$ cat src/rtl/toccata_playback.sv
// toccata_playback: drains the Toccata sample FIFO once per sample_tick and
// assembles the fetched bytes into signed left/right PCM frames.
// Supported formats: 8-bit or 16-bit (big-endian) samples, mono or stereo.
// An empty FIFO during a fetch ends the frame as an underrun with silent output.
// Optional feature macro: TOCCATA_PB_UCNT_EN adds the saturating underrun
// counter output ucnt (width UCNT_WIDTH).
module toccata_playback #(
  parameter int SAMPLE_WIDTH = 16  // must remain 16; assembly is built for 16-bit samples
`ifdef TOCCATA_PB_UCNT_EN
  , parameter int UCNT_WIDTH = 16
`endif
) (
  input  logic                    clk,
  input  logic                    rst,
  input  logic                    enable,
  input  logic                    fmt_16bit,
  input  logic                    fmt_stereo,
  input  logic                    sample_tick,
  input  logic                    fifo_empty,
  input  logic [7:0]              fifo_data,
  output logic                    fifo_rd,
  output logic [SAMPLE_WIDTH-1:0] left_out,
  output logic [SAMPLE_WIDTH-1:0] right_out,
  output logic                    out_valid,
  output logic                    busy,
  output logic                    underrun
`ifdef TOCCATA_PB_UCNT_EN
  , output logic [UCNT_WIDTH-1:0] ucnt
`endif
);

  typedef enum logic [2:0] {
    IDLE,
    REQ,
    WAIT,
    CAP,
    DONE,
    UNDER
  } state_t;

  state_t      state_reg, state_next;
  logic [1:0]  idx_reg, idx_next;
  logic        fmt16_reg, fmt16_next;
  logic        stereo_reg, stereo_next;
  logic [1:0]  last_idx;
  logic        frame_last;
  logic [7:0]  bytes_reg [0:3];
  logic [7:0]  byte_view [0:3];
  logic [15:0] asm_left;
  logic [15:0] asm_right;
  logic [SAMPLE_WIDTH-1:0] left_reg, right_reg;

  // Index of the final byte of a frame: 1, 2, 2 or 4 bytes per format.
  assign last_idx   = fmt16_reg ? (stereo_reg ? 2'd3 : 2'd1) : (stereo_reg ? 2'd1 : 2'd0);
  assign frame_last = (state_reg == CAP) && (idx_reg == last_idx);

  // Byte slots: each slot captures FIFO data in CAP when it is the addressed slot.
  // byte_view forwards the byte being captured so the frame can be assembled in
  // the same cycle its final byte arrives.
  generate
    for (genvar gi = 0; gi < 4; gi++) begin : g_slot
      // Capture the FIFO byte into this slot during its CAP cycle.
      always_ff @(posedge clk) begin
        if (rst) begin
          bytes_reg[gi] <= 8'h00;
        end else if ((state_reg == CAP) && (idx_reg == 2'(gi))) begin
          bytes_reg[gi] <= fifo_data;
        end
      end

      assign byte_view[gi] = ((state_reg == CAP) && (idx_reg == 2'(gi))) ? fifo_data
                                                                         : bytes_reg[gi];
    end
  endgenerate

  // Map frame bytes to left/right samples according to the latched format.
  always_comb begin
    asm_left  = 16'h0000;
    asm_right = 16'h0000;
    case ({fmt16_reg, stereo_reg})
      2'b00: begin
        asm_left  = {byte_view[0], 8'h00};
        asm_right = {byte_view[0], 8'h00};
      end
      2'b01: begin
        asm_left  = {byte_view[0], 8'h00};
        asm_right = {byte_view[1], 8'h00};
      end
      2'b10: begin
        asm_left  = {byte_view[0], byte_view[1]};
        asm_right = {byte_view[0], byte_view[1]};
      end
      default: begin
        asm_left  = {byte_view[0], byte_view[1]};
        asm_right = {byte_view[2], byte_view[3]};
      end
    endcase
  end

  // FSM state, byte index and latched format registers.
  always_ff @(posedge clk) begin
    if (rst) begin
      state_reg  <= IDLE;
      idx_reg    <= 2'd0;
      fmt16_reg  <= 1'b0;
      stereo_reg <= 1'b0;
    end else begin
      state_reg  <= state_next;
      idx_reg    <= idx_next;
      fmt16_reg  <= fmt16_next;
      stereo_reg <= stereo_next;
    end
  end

  // Next-state logic and per-state strobes.
  always_comb begin
    state_next  = state_reg;
    idx_next    = idx_reg;
    fmt16_next  = fmt16_reg;
    stereo_next = stereo_reg;
    fifo_rd     = 1'b0;
    out_valid   = 1'b0;
    underrun    = 1'b0;
    busy        = 1'b1;
    case (state_reg)
      IDLE: begin
        busy = 1'b0;
        if (sample_tick && enable) begin
          state_next  = REQ;
          idx_next    = 2'd0;
          fmt16_next  = fmt_16bit;
          stereo_next = fmt_stereo;
        end
      end
      REQ: begin
        if (fifo_empty) begin
          state_next = UNDER;
        end else begin
          fifo_rd    = 1'b1;
          state_next = WAIT;
        end
      end
      WAIT: begin
        state_next = CAP;
      end
      CAP: begin
        if (frame_last) begin
          state_next = DONE;
        end else begin
          idx_next   = idx_reg + 2'd1;
          state_next = REQ;
        end
      end
      DONE: begin
        out_valid  = 1'b1;
        state_next = IDLE;
      end
      UNDER: begin
        out_valid  = 1'b1;
        underrun   = 1'b1;
        state_next = IDLE;
      end
      default: begin
        state_next = IDLE;
      end
    endcase
  end

  // Output sample registers: loaded as DONE is entered, silenced as UNDER is entered,
  // otherwise held between frames.
  always_ff @(posedge clk) begin
    if (rst) begin
      left_reg  <= '0;
      right_reg <= '0;
    end else if ((state_reg == REQ) && fifo_empty) begin
      left_reg  <= '0;
      right_reg <= '0;
    end else if (frame_last) begin
      left_reg  <= asm_left;
      right_reg <= asm_right;
    end
  end

  assign left_out  = left_reg;
  assign right_out = right_reg;

`ifdef TOCCATA_PB_UCNT_EN
  logic [UCNT_WIDTH-1:0] ucnt_reg;

  // Saturating count of underrun pulses; only reset clears it.
  always_ff @(posedge clk) begin
    if (rst) begin
      ucnt_reg <= '0;
    end else if ((state_reg == UNDER) && (ucnt_reg != {UCNT_WIDTH{1'b1}})) begin
      ucnt_reg <= ucnt_reg + 1'b1;
    end
  end

  assign ucnt = ucnt_reg;
`endif

endmodule
$ cat config.mk
export PLATFORM = sky130hd
export DESIGN_NAME = toccata_playback
export DESIGN_NICKNAME = d
export VERILOG_FILES = /design/src/rtl/toccata_playback.sv
export SDC_FILE = /design/constraint.sdc
export NUM_CORES = 1
export LEC_CHECK = 0
export BUFFER_PORTS_ARGS = -buffer_cell sky130_fd_sc_hd__buf_2
export CORE_MARGIN = 3
export CORE_UTILIZATION = 61
export DETAILED_ROUTE_END_ITERATION = 12
export GPL_TIMING_DRIVEN = 0
export PLACE_DENSITY = 0.84
export REMOVE_ABC_BUFFERS = 1
export SETUP_SLACK_MARGIN = 0.3
export SLEW_MARGIN = 20
export SYNTH_ARGS = -nofsm -noshare
export SYNTH_HDL_FRONTEND = slang
export SYNTH_SLANG_ARGS = --single-unit
$ cat constraint.sdc
create_clock -name clk -period 2.7 [get_ports clk]
set_input_delay 0.135 -clock clk [delete_from_list [all_inputs] [get_ports clk]]
set_output_delay 0.135 -clock clk [all_outputs]
set_load 0.05 [all_outputs]
==> flow_summary.toml <==
[critical_path]
rrSetupSlack_ns = 0.42
startpoint = "idx_reg[1]$_SDFFE_PP0P_"
cp_data_arrival_time_ns = 2.58
worst-setup-path-type = "flop to flop"
worstReg2RegEnd = "right_out[14]$_SDFFE_PP0P_"
cp-end-kind = "flop"
worstReg2RegStart = "idx_reg[1]$_SDFFE_PP0P_"
endpoint = "right_out[14]$_SDFFE_PP0P_"
crit_fanout = 14
critPathLaunchType = "flop"
critical_path_required_ns = 3.00
rr_worst_depth = 7

[sta]
skew_ns = 0.01193
tns_ns = 0
rsz0062_at_grt = "true"
finalHoldViolCount = 0
worst_slew_margin_rel_pct = 25.13
setup_viol = 0
fmax_mhz = 438.1
period_minus_slack_ns = 2.283
period_share_pct = 84.55
worstMarginPinSlew_ns = 1.123
slew_viol_final = 0

[clock_network]
htreeDepth = 3
numCtsBuffers = 9
clkTransAtPathRegs_ns = 0.08
cts_tree = "done"
ctsRootBufferMaster = "clkbuf_8"
clockBufferDepth = 2
insertion_delay_ns = 0.36
cts_sinks = 71

[layout]
largest_reg_flops = 32
stdcell_count = 467
layout_commonest_cell = "buf_2"
drive_above_1_share_pct = 21.91
fin_nets = 411
antenna_cells = 0
final_util_pct = 74.47
syn_to_final_growth_pct = 14.06
layout_common_cells = "buf_2, nor2_1, dfxtp_1, edfxtp_1"

[run]
maxCapViolCount = 0

[placed_design]
io_buffers = 50
hpwl_um = 5665
gp_congestion = 0.8604
place_inst = 446

[synth]
synth_area_um2 = 3462
ys_types = 42
syn_area_per_cell_um2 = 9.892
synth_warnings = 0
synthFlopType = "dfxtp_1"
seq_area_frac_synth_pct = 50.31
syn_inst = 350
synth_edf_count = 32
synthArstFlopShare_pct = 0
ys_seq_elements = 71

[pwr]
power.total_mw = 2.318
leakagePower_nw = 1.665
power_density_nw_per_um2 = 587.1
peakVddDrop_uv = 461.3

[routing]
vias_per_cell = 6.004
first_iter_violations = 274
wl_per_cell_um = 17.74
vias = 2804
drc = 0
drtAntennaViolNets = 0
wirelength_um = 8286
dr.pass1.iters = 5

[global_route]
grt_pass1_wl_um = 13230
track_usage_pct = 27.19
antenna_found_initial = 0
grt_max_degree = 29
grt_pass1_vias = 2563
gr-total-overflow = 0

[floorplan]
coreArea_um2 = 5303
die_y_um = 81.34
die-area_um2 = 6615
ioPinCount = 51
rows = 26
fp.dieW_um = 81.34
initial_core_util_pct = 65.29

[min_path]
hold_class = "input port to flop"

[run_status]
status = "finished, final reports clean"
[power by group]
group	total (mW)	leakage [nW]	internal (mW)	switching, mW
logic	0.219	0.907	0.0645	0.155
clock network	0.916	0.112	0.509	0.407
registers	1.18	0.647	1.15	0.0321
[synthesized netlist by cell type, types with 5 or more instances]
master | number | area [um^2]
clkbuf_1 | 14 | 52.55
mux2i_1 | 29 | 290.3
nand2_1 | 19 | 71.32
o21ai_0 | 22 | 110.1
o211ai_1 | 5 | 37.54
a21oi_1 | 29 | 145.1
nand2b_1 | 9 | 56.30
dfxtp_1 | 39 | 780.8
buf_2 | 7 | 35.03
edfxtp_1 | 32 | 960.9
nand3_1 | 7 | 35.03
a211oi_1 | 7 | 52.55
and2_1 | 29 | 181.4
nor3_1 | 9 | 45.04
nor2_1 | 42 | 157.7
mux2_2 | 7 | 78.83
[critical path, stage by stage (launching register included)]
cell and delay (ns):
dfxtp_1 0.39, inv_1 0.11, ha_1 0.16, nand4b_1 0.57
nand3_1 0.29, o21ai_0 0.15, a2111oi_2 0.41, a31o_1 0.15
[area by class of cell]
cell class                 count  area, um^2
clock buffer                  12       166.4
clock inverter                 4       50.05
fill                         379        1354
inverter                       3       11.26
multi-input combinational    251        1582
sequential                    71        1747
tap                           70       87.58
timing repair buffer          56       305.3
[layer usage]
layer  track usage [%]  vias to the layer above  share of wire, %
met4             10.98                        0               1.8
met2             41.21                      138                46
met5                 0                        -                 0
met1             37.10                     1315                44
li1                  -                     1334                 -
met3             6.984                       17               7.8
[timing repair]
item | CTS | global route
buffers inserted | 3 | 1
pin swaps | 0 | 0
hold buffers | 1 | 0
endpoints found under the setup margin | 28 | 22
hold endpoints to repair | 1 | 0
resized for setup | 2 | 2
[how the worst min path moves through the flow]
stage                    start  slack [ns]  depth (start not counted)                 endpoint
floorplan                  rst        0.20                          1   fmt16_reg$_SDFFE_PP0P_
global placement    fmt_stereo        0.38                          3  stereo_reg$_SDFFE_PP0P_
detailed placement  fmt_stereo        0.39                          3  stereo_reg$_SDFFE_PP0P_
CTS                  fmt_16bit       0.006                          3   fmt16_reg$_SDFFE_PP0P_
global route         fmt_16bit        0.01                          3   fmt16_reg$_SDFFE_PP0P_
finish               fmt_16bit        0.02                          3   fmt16_reg$_SDFFE_PP0P_
[cells by family after synthesis]
logic type	count (synthesis)	synth area share, %
adder cells (fa/ha/maj)	4	1.446
XOR/XNOR	1	0.2530
multiplexers	36	10.66
AND/OR/NAND/NOR	134	20.20
AO/OA/AOI/OAI	76	13.08
flip-flops	71	50.31
buffers and inverters	28	4.048
[through the flow]
| step | area, um^2 | setup WS (ns) | hold slack, ns |
|---|---|---|---|
| 6_report | 3949 | 0.4172 | 0.01528 |
| 5_1_grt | 3949 | 0.2898 | 0.01136 |
| 3_5_place_dp | 3686 | -0.008905 | 0.3863 |
| 2_1_floorplan | 3333 | 0.4366 | 0.2041 |
| 3_3_place_gp | 3671 | -0.1810 | 0.3824 |
| 4_1_cts | 3938 | 0.3047 | 0.005506 |
No activity file was read; power rests on OpenSTA's default activity.
